`config.mk`:
```
export PLATFORM = sky130hd
export DESIGN_NAME = reg_bcd_display
export DESIGN_NICKNAME = d
export VERILOG_FILES = /design/src/rtl/reg_bcd_display.sv
export SDC_FILE = /design/constraint.sdc
export NUM_CORES = 1
export LEC_CHECK = 0
export ABC_AREA = 1
export CAP_MARGIN = 15
export CORE_ASPECT_RATIO = 1.2
export CORE_UTILIZATION = 54
export DETAILED_ROUTE_END_ITERATION = 7
export PLACE_DENSITY_LB_ADDON = 0.2
export SYNTH_ARGS = -nofsm -noshare
export SYNTH_HDL_FRONTEND = slang
export SYNTH_SLANG_ARGS = --single-unit
```
`constraint.sdc`:
```
create_clock -name clk -period 1.8 [get_ports clk]
set_input_delay 0.36 -clock clk [delete_from_list [all_inputs] [get_ports clk]]
set_output_delay 0.36 -clock clk [all_outputs]
set_load 0.01 [all_outputs]
```
`src/rtl/reg_bcd_display.sv`:
```
`default_nettype none
// ============================================================================
// Module      : reg_bcd_display
// Description : Shows the low 16 bits of the register-5 debug value as four
//               decimal digits on a multiplexed common-anode 7-segment display.
//               A sequential double-dabble engine (16 cycles per value) does
//               the binary-to-BCD conversion. A free-running scan counter
//               walks the four digits.
// Ports       : clk      - system clock, rising edge
//               rst      - synchronous active-high reset
//               data_i   - binary value to display
//               segments - active-low segments, [0]=a .. [6]=g, [7]=dp
//               an       - active-low anode select, an[0] = rightmost digit
//               busy     - conversion in progress
//               overflow - committed value is greater than 9999
// Revision    : 1.0 - initial release
// ============================================================================
module reg_bcd_display #(
    parameter int REFRESH_DIV = 100000,
    parameter int BLANK_LZ    = 1
) (
    input  logic        clk,
    input  logic        rst,
    input  logic [15:0] data_i,
    output logic [7:0]  segments,
    output logic [3:0]  an,
    output logic        busy,
    output logic        overflow
);

    localparam int DIV_W = $clog2(REFRESH_DIV);
    localparam logic [DIV_W-1:0] c_DIV_LAST = DIV_W'(REFRESH_DIV - 1);

    typedef enum logic [0:0] {
        S_IDLE = 1'b0,
        S_CONV = 1'b1
    } state_t;

    state_t      r_state;
    logic [15:0] r_last_val;
    logic [35:0] r_shift;      // {5 BCD nibbles, 16-bit binary}
    logic [3:0]  r_iter;
    logic [15:0] r_bcd_q;
    logic        r_overflow;
    logic        r_busy;

    logic [DIV_W-1:0] r_div_cnt;
    logic [1:0]       r_digit_idx;
    logic [3:0]       r_an;
    logic [7:0]       r_segments;

    logic [19:0] w_bcd_adj;
    logic [35:0] w_next;
    logic [3:0]  w_digit;
    logic        w_blank;
    logic [7:0]  w_seg;

    // Double-dabble: correct every BCD nibble that would exceed 9 after the shift.
    for (genvar n = 0; n < 5; n++) begin : g_adj
        logic [3:0] w_nib;
        assign w_nib = r_shift[16 + 4*n +: 4];
        assign w_bcd_adj[4*n +: 4] = (w_nib >= 4'd5) ? (w_nib + 4'd3) : w_nib;
    end

    assign w_next = {w_bcd_adj, r_shift[15:0]} << 1;

    always_ff @(posedge clk) begin
        if (rst) begin
            r_state    <= S_IDLE;
            r_last_val <= 16'd0;
            r_shift    <= 36'd0;
            r_iter     <= 4'd0;
            r_bcd_q    <= 16'd0;
            r_overflow <= 1'b0;
            r_busy     <= 1'b0;
        end else begin
            case (r_state)
                S_IDLE: begin
                    if (data_i != r_last_val) begin
                        r_last_val <= data_i;
                        r_shift    <= {20'd0, data_i};
                        r_iter     <= 4'd0;
                        r_busy     <= 1'b1;
                        r_state    <= S_CONV;
                    end
                end
                S_CONV: begin
                    r_shift <= w_next;
                    r_iter  <= r_iter + 4'd1;
                    if (r_iter == 4'd15) begin
                        r_bcd_q    <= w_next[31:16];
                        r_overflow <= |w_next[35:32];
                        r_busy     <= 1'b0;
                        r_state    <= S_IDLE;
                    end
                end
                default: r_state <= S_IDLE;
            endcase
        end
    end

    // Digit currently selected by the scan, and whether it is a leading zero.
    always_comb begin
        w_digit = 4'd0;
        w_blank = 1'b0;
        case (r_digit_idx)
            2'd0: begin w_digit = r_bcd_q[3:0];   w_blank = 1'b0;                end
            2'd1: begin w_digit = r_bcd_q[7:4];   w_blank = (r_bcd_q[15:4] == 12'd0); end
            2'd2: begin w_digit = r_bcd_q[11:8];  w_blank = (r_bcd_q[15:8] == 8'd0);  end
            default: begin w_digit = r_bcd_q[15:12]; w_blank = (r_bcd_q[15:12] == 4'd0); end
        endcase
    end

    always_comb begin
        w_seg = 8'hFF;
        if (r_overflow) begin
            w_seg = 8'b1011_1111;
        end else if ((BLANK_LZ != 0) && w_blank) begin
            w_seg = 8'hFF;
        end else begin
            case (w_digit)
                4'd0: w_seg = 8'b1100_0000;
                4'd1: w_seg = 8'b1111_1001;
                4'd2: w_seg = 8'b1010_0100;
                4'd3: w_seg = 8'b1011_0000;
                4'd4: w_seg = 8'b1001_1001;
                4'd5: w_seg = 8'b1001_0010;
                4'd6: w_seg = 8'b1000_0010;
                4'd7: w_seg = 8'b1111_1000;
                4'd8: w_seg = 8'b1000_0000;
                4'd9: w_seg = 8'b1001_0000;
                default: w_seg = 8'hFF;
            endcase
        end
    end

    // Scan runs independently of the converter; an and segments share one edge.
    always_ff @(posedge clk) begin
        if (rst) begin
            r_div_cnt   <= '0;
            r_digit_idx <= 2'd0;
            r_an        <= 4'b1111;
            r_segments  <= 8'hFF;
        end else begin
            if (r_div_cnt == c_DIV_LAST) begin
                r_div_cnt   <= '0;
                r_digit_idx <= r_digit_idx + 2'd1;
            end else begin
                r_div_cnt <= r_div_cnt + 1'b1;
            end
            r_an       <= ~(4'b0001 << r_digit_idx);
            r_segments <= w_seg;
        end
    end

    assign segments = r_segments;
    assign an       = r_an;
    assign busy     = r_busy;
    assign overflow = r_overflow;

endmodule
`default_nettype wire

```
==> impl_metrics.tcl, run 1 <==
set metrics [dict create \
    place_area_sq_um 5976 \
    p_sw_mw 1.152 \
    synthCells 753 \
    pwr-share-clk 0.426 \
    yosys.area.top_type "dfxtp_1" \
    fin_util 0.6793 \
    stdcell_area_sq_um 6464 \
    grt_max_degree 45 \
    cp_max_fo 3 \
    gp_congestion 0.8443 \
    slowest_delay_ns 0.36 \
    path_cells "buf_4 > ha_4 > nand2_1 > o21ai_2 > o22ai_2 > inv_2 > ha_2 > nand3b_1 > nand3_1 > nand3_1 > nand2_1 > nand2_1" \
    finClkSkew_ns 0.006309 \
    crit_required_ns 2.05 \
    tritoncts "built" \
    drtIter0Drc 277 \
    combPwrFrac 0.076 \
    drv_cap 0 \
    leakage_nw 2.692 \
    fin_crit_sh 0.9954 \
    clock-sinks 105 \
    cts_hold_buf 0 \
    syn_area_sq_um 5304 \
    antenna_found_initial 0 \
    num_vias 5109 \
    r2r_slack_ns 0.008 \
    p_per_area_nw_per_um2 750.3 \
    cp_common_cell "nand2_1" \
    dieHeight_um 110.6 \
    final_cell_count_no_fill 940 \
    hold_viol_final 0 \
    swShare 0.2375 \
    reg2reg_to "segments[6]" \
    grt-ovfl-total 0 \
    r2r_start "r_digit_idx[1]" \
    worst_slack_ns 0.008325 \
    dp.cells 921 \
    syn_nets 791 \
    ys_types 36 \
    fin_nets 850 \
    htreeDepth 3 \
    die_w_um 92.47 \
    ios 32 \
    drive_gt1_frac 0.1469 \
    start_kind "flip-flop" \
    synth_top_area_frac 0.3963 \
    status "finished, final reports clean" \
    ir_drop_mv 0.5259 \
    die-area_sq_um 10220 \
    ant_nets 0 \
    hpwl_um 8285 \
    crit_slowest_cell "dfxtp_4" \
    port-buffer-count 30 \
    crit_start "r_digit_idx[1]" \
    cts_root_buf "clkbuf_16" \
    crit_end "segments[6]" \
    setup_viol 0 \
    grt_use_total 0.2455 \
    wirelength_um 12500 \
    hold_slack_ns 0.3383 \
    power_mw 4.850 \
    drc 0 \
    r2r_cells 12 \
    area_growth_pct 21.87 \
    fin_setup_tns_ns 0 \
    start_util 0.5574 \
    fp.coreArea_sq_um 9515 \
    grt_pass1_vias 4722 \
    final_common_cell "nand2_1" \
    crit_family "simple AND/OR/NAND/NOR gates" \
    clk_latency_ns 0.35 \
    pre_cts_slack_ns -0.2877 \
    grt_setup_unrepaired "yes" \
    vias_per_cell 5.435 \
    ys_ff_latch 105 \
    ys_top_cells_by_area "dfxtp_1 (40%), nand2_1 (14%), a21oi_1 (7.5%)" \
    maxSlewViolCount 0 \
    numCtsBuffers 9 \
    worst-path-buf-inv 2 \
    syn_avg_cell_area_sq_um 7.044 \
    diodes 0 \
    max_freq_mhz 558.1 \
    min_period_ns 1.792 \
    crit_cells 12 \
    cts_buffer_depth 2 \
    path_class "flip-flop to flip-flop" \
    path_clk_slew_ns 0.07 \
    min_path_type "input port to flip-flop" \
    power_frac_seq 0.498 \
    end_kind "flip-flop" \
    synth.yosys.seq_area_share 0.3963 \
    mostFrequentLayoutCells "nand2_1 (193), dfxtp_1 (103), a21oi_1 (78), inv_1 (74), nand4_1 (44)" \
    ys_warn_count 0 \
    drtPass1Iterations 5 \
    rows 39 \
    grt_pass1_wl_um 20520 \
    crit_arrival_ns 2.04 \
    internal_power_mw 3.698 \
    wl_per_cell_um 13.30 \
]
registers in the layout, indices dropped and copies added, names as in the netlist:
| name | flops |
|---|---|
| busy | 1 |
| r_div_cnt | 17 |
| segments | 7 |
| an | 4 |
| r_state | 1 |
| r_bcd_q | 16 |
| r_digit_idx | 2 |
| overflow | 1 |
| r_last_val | 16 |
| r_shift | 36 |
| r_iter | 4 |
cell usage after synthesis (all sizes together):
cell	count
o22ai	11
a21oi	80
or2	11
nand3b	1
clkinv	2
nor4	1
conb	1
o21ai	43
xnor2	2
a21boi	1
clkbuf	13
nor2	48
and3	1
buf	20
inv	87
o21bai	1
nand4	44
dfxtp	105
nand3	46
ha	20
xor2	14
nand2	196
nor3b	1
nor3	3
a31oi	1
worst min-delay path: cells and delay by family:
kind                   cells  cell delay (ns)
buffers and inverters      1             0.14
and+or+nand+nor            1             0.08
AOI/OAI and AO/OA          1             0.05
worst min path at each step:
stage	startpoint	endpoint	slack (ns)	depth (start not counted)
3_5_place_dp	r_bcd_q[3]	r_bcd_q[3]	0.44	2
3_3_place_gp	r_div_cnt[0]	r_div_cnt[0]	0.44	1
2_1_floorplan	r_bcd_q[0]	r_bcd_q[0]	0.42	2
6_report	data_i[9]	r_last_val[9]	0.34	3
4_1_cts	r_bcd_q[3]	r_bcd_q[3]	0.46	2
5_1_grt	data_i[8]	r_last_val[8]	0.34	3
metal layers:
metal,up-vias,part of all wire,global-route usage,wire length (um)
li1,2580,-,-,-
met5,-,0,0,0
met4,0,0.033,0.1031,411
met3,36,0.041,0.04545,509
met1,2370,0.43,0.2898,5314
met2,123,0.50,0.4296,6264
logic make-up (layout without fill, tap and decap cells):
family | count (synthesis) | count (layout) | share of synthesized area
AND/OR/NAND/NOR | 352 | 353 | 0.2975
AO/OA/AOI/OAI | 137 | 137 | 0.1342
buffers and inverters | 122 | 185 | 0.09767
flip-flops | 105 | 105 | 0.3963
adder cells (fa/ha/maj) | 20 | 20 | 0.04718
XOR/XNOR | 16 | 16 | 0.02642
other | 1 | 1 | 0.0007070
power groups by stage:
stage / clock network, mW / logic [mW] / registers, mW
final: 2.06 / 0.369 / 2.42
after CTS: 2.09 / 0.360 / 2.42
after global placement: 0 / 0.350 / 2.47
after floorplan: 0 / 0.208 / 2.47
after global routing: 2.18 / 0.411 / 2.42
after detailed placement: 0 / 0.359 / 2.47
timing repair:
item                                    in CTS  in global routing
gates resized for setup                     10                 33
pin swaps                                    2                 12
gates cloned                                 0                  2
endpoints found under the setup margin       6                 60
buffers inserted                             1                  0
layout make-up:
type | count | area (sq um)
multi-input cells | 527 | 2796
clock inverters | 5 | 61.31
clock buffers | 11 | 252.7
repair buffers | 80 | 755.7
well taps | 123 | 153.9
inverters | 89 | 336.6
fillers | 836 | 3052
flip-flops and latches | 105 | 2107
(Power assumes the default switching activity.)
==> inputs of run 2 (changes only) <==
--- a/config.mk
+++ b/config.mk
@@ -11,6 +11,7 @@
 export CORE_UTILIZATION = 54
 export DETAILED_ROUTE_END_ITERATION = 7
 export PLACE_DENSITY_LB_ADDON = 0.2
+export REMOVE_ABC_BUFFERS = 1
 export SYNTH_ARGS = -nofsm -noshare
 export SYNTH_HDL_FRONTEND = slang
 export SYNTH_SLANG_ARGS = --single-unit
==> constraint.sdc (replaced) <==
create_clock -name clk -period 1.8 [get_ports clk]
set_input_delay 0.36 -clock clk [delete_from_list [all_inputs] [get_ports clk]]
set_output_delay 0.36 -clock clk [all_outputs]
set_load 0.1 [all_outputs]
==> run 2 against run 1 <==
Compared with the run above:
- count of clock-buffer cells in the layout shrank 2
- total power grew 0.30%
- clock skew grew 0.0037 ns
- critical path depth is the same
- sequential power is essentially flat
- die area is the same
- combinational power grew 25%
==> impl_metrics.tcl, run 2 (synthesized netlist as in run 1, its figures left out) <==
set metrics [dict create \
    status "finished, final reports clean" \
    clock-sinks 105 \
    drc 0 \
    ir_drop_mv 0.5048 \
    vias_per_cell 5.388 \
    fillCellCount 791 \
    min_path_type "input port to flip-flop" \
    top_register "r_shift" \
    drtPass1Iterations 5 \
    fin_crit_sh 0.9472 \
    rows 39 \
    drive_gt1_frac 0.1675 \
    mostFrequentLayoutCells "nand2_1 (190), dfxtp_1 (103), a21oi_1 (78), inv_1 (75)" \
    wl_per_cell_um 13.04 \
    multi_input_area_sq_um 2815 \
    grt_use_total 0.2395 \
    finClkSkew_ns 0.009979 \
    fin_util 0.6980 \
    crit_start "r_digit_idx[1]" \
    clk_latency_ns 0.35 \
    largest_reg_flops 36 \
    grt_pass1_wl_um 20130 \
    htreeDepth 3 \
    grt-ovfl-total 0 \
    drv_cap 0 \
    end_kind "flip-flop" \
    drtIter0Drc 298 \
    tritoncts "built" \
    ant_nets 0 \
    slowest_delay_ns 0.39 \
    relSlewSlack 0.6710 \
    start_kind "flip-flop" \
    hp-start "data_i[5]" \
    die-area_sq_um 10220 \
    num_vias 5070 \
    p_sw_mw 1.220 \
    swShare 0.2508 \
    wirelength_um 12270 \
    fin_nets 851 \
    worst_slew_pin_slew_ns 0.4890 \
    hold_slack_ns 0.3384 \
    min_delay_path_depth 3 \
    numCtsBuffers 9 \
    r2r_start "r_digit_idx[1]" \
    die_w_um 92.47 \
    hold_viol_final 0 \
    crit_arrival_ns 1.96 \
    leakage_nw 2.867 \
    setup_viol 0 \
    hold_end "r_last_val[5]" \
    antenna_found_initial 0 \
    diodes 0 \
    ios 32 \
    grt_pass1_vias 4685 \
    hpwl_um 8379 \
    max_freq_mhz 586.6 \
    cp_common_cell "nand2_1" \
    cts_root_buf "clkbuf_16" \
    cts_buffer_depth 2 \
    p_per_area_nw_per_um2 732.5 \
    pwr-share-clk 0.408 \
    cp_max_fo 4 \
    path_cells "inv_4 > ha_4 > nand2_1 > nand2_1 > nor2_1 > nor2_2 > ha_2 > nand3b_1 > nand3_1 > nand3_1 > nand2_1 > nand2_1" \
    reg_top3 "r_shift x36, r_div_cnt x17" \
    combPwrFrac 0.095 \
    power_frac_seq 0.498 \
    min_period_ns 1.705 \
    area_growth_pct 25.22 \
    fp.coreArea_sq_um 9515 \
    seqCellArea_sq_um 2110 \
    maxSlewViolCount 0 \
    path_clk_slew_ns 0.08 \
    gp_congestion 0.8543 \
    internal_power_mw 3.644 \
    path_class "flip-flop to flip-flop" \
    grt_max_degree 49 \
    start_util 0.5574 \
    crit_slowest_cell "dfxtp_4" \
    final_common_cell "nand2_1" \
    port-buffer-count 30 \
    reg2reg_to "segments[6]" \
    r2r_slack_ns 0.1 \
    dieHeight_um 110.6 \
    r2r_cells 12 \
    crit_required_ns 2.05 \
]
## run 2: timing repair
item | in CTS | in global routing
hold buffers | 0 | 0
gates resized for setup | 7 | 54
endpoints found under the setup margin | 7 | 59
setup buffers | 0 | 2
cloned | 0 | 2
pin swaps | 1 | 12
## run 2: cell type report
class                           instances  area share
Clock inverter                          7     0.01130
Multi-Input combinational cell        527      0.4239
Inverter                               89     0.05143
Sequential cell                       105      0.3176
Tap cell                              123     0.02317
Timing Repair Buffer                   81      0.1387
Clock buffer                            9     0.03391
## run 2: worst max-delay path, delay by kind of cell (launching register included)
kind                     cells  cell delay, ns
buffers and inverters        1            0.06
AND/OR/NAND/NOR              9            0.82
adder cells (fa/ha/maj)      2            0.33
flip-flops                   1            0.39
## run 2: per-stage QoR
stage / TNS, ns / std cells / power [mW] / setup slack, ns / instance area [sq um]
after global placement: -11.07 / 921 / 2.917 / -0.2114 / 6097
after CTS: 0 / 937 / 4.888 / 0.004200 / 6410
after floorplan: -38.01 / 720 / 2.719 / -0.7184 / 5120
after global routing: -0.02507 / 941 / 5.043 / -0.02017 / 6641
final: 0 / 941 / 4.865 / 0.09512 / 6641
after detailed placement: -12.93 / 921 / 2.932 / -0.2685 / 6097
## run 2: power groups by stage
stage | Combinational, mW | Clock, mW | Sequential [mW]
finish | 0.460 | 1.98 | 2.42
global route | 0.501 | 2.11 | 2.43
CTS | 0.456 | 2.01 | 2.42
detailed placement | 0.454 | 0 | 2.48
global placement | 0.443 | 0 | 2.47
floorplan | 0.175 | 0 | 2.54
## run 2: how the worst max path moves through the flow
stage                         end  slack, ns  depth (start not counted)
finish                segments[6]        0.1                         12
global route          r_shift[22]      -0.02                          6
CTS                   segments[6]      0.004                         12
floorplan             r_shift[10]      -0.72                          4
detailed placement  r_last_val[4]      -0.27                         11
global placement      r_shift[13]      -0.21                         10
## run 2: layer usage
metal | vias up | share of wire | track usage
met5 | - | 0 | 0
met4 | 0 | 0.017 | 0.09479
met3 | 17 | 0.029 | 0.03306
met2 | 104 | 0.52 | 0.4227
met1 | 2366 | 0.44 | 0.2891
li1 | 2583 | - | -
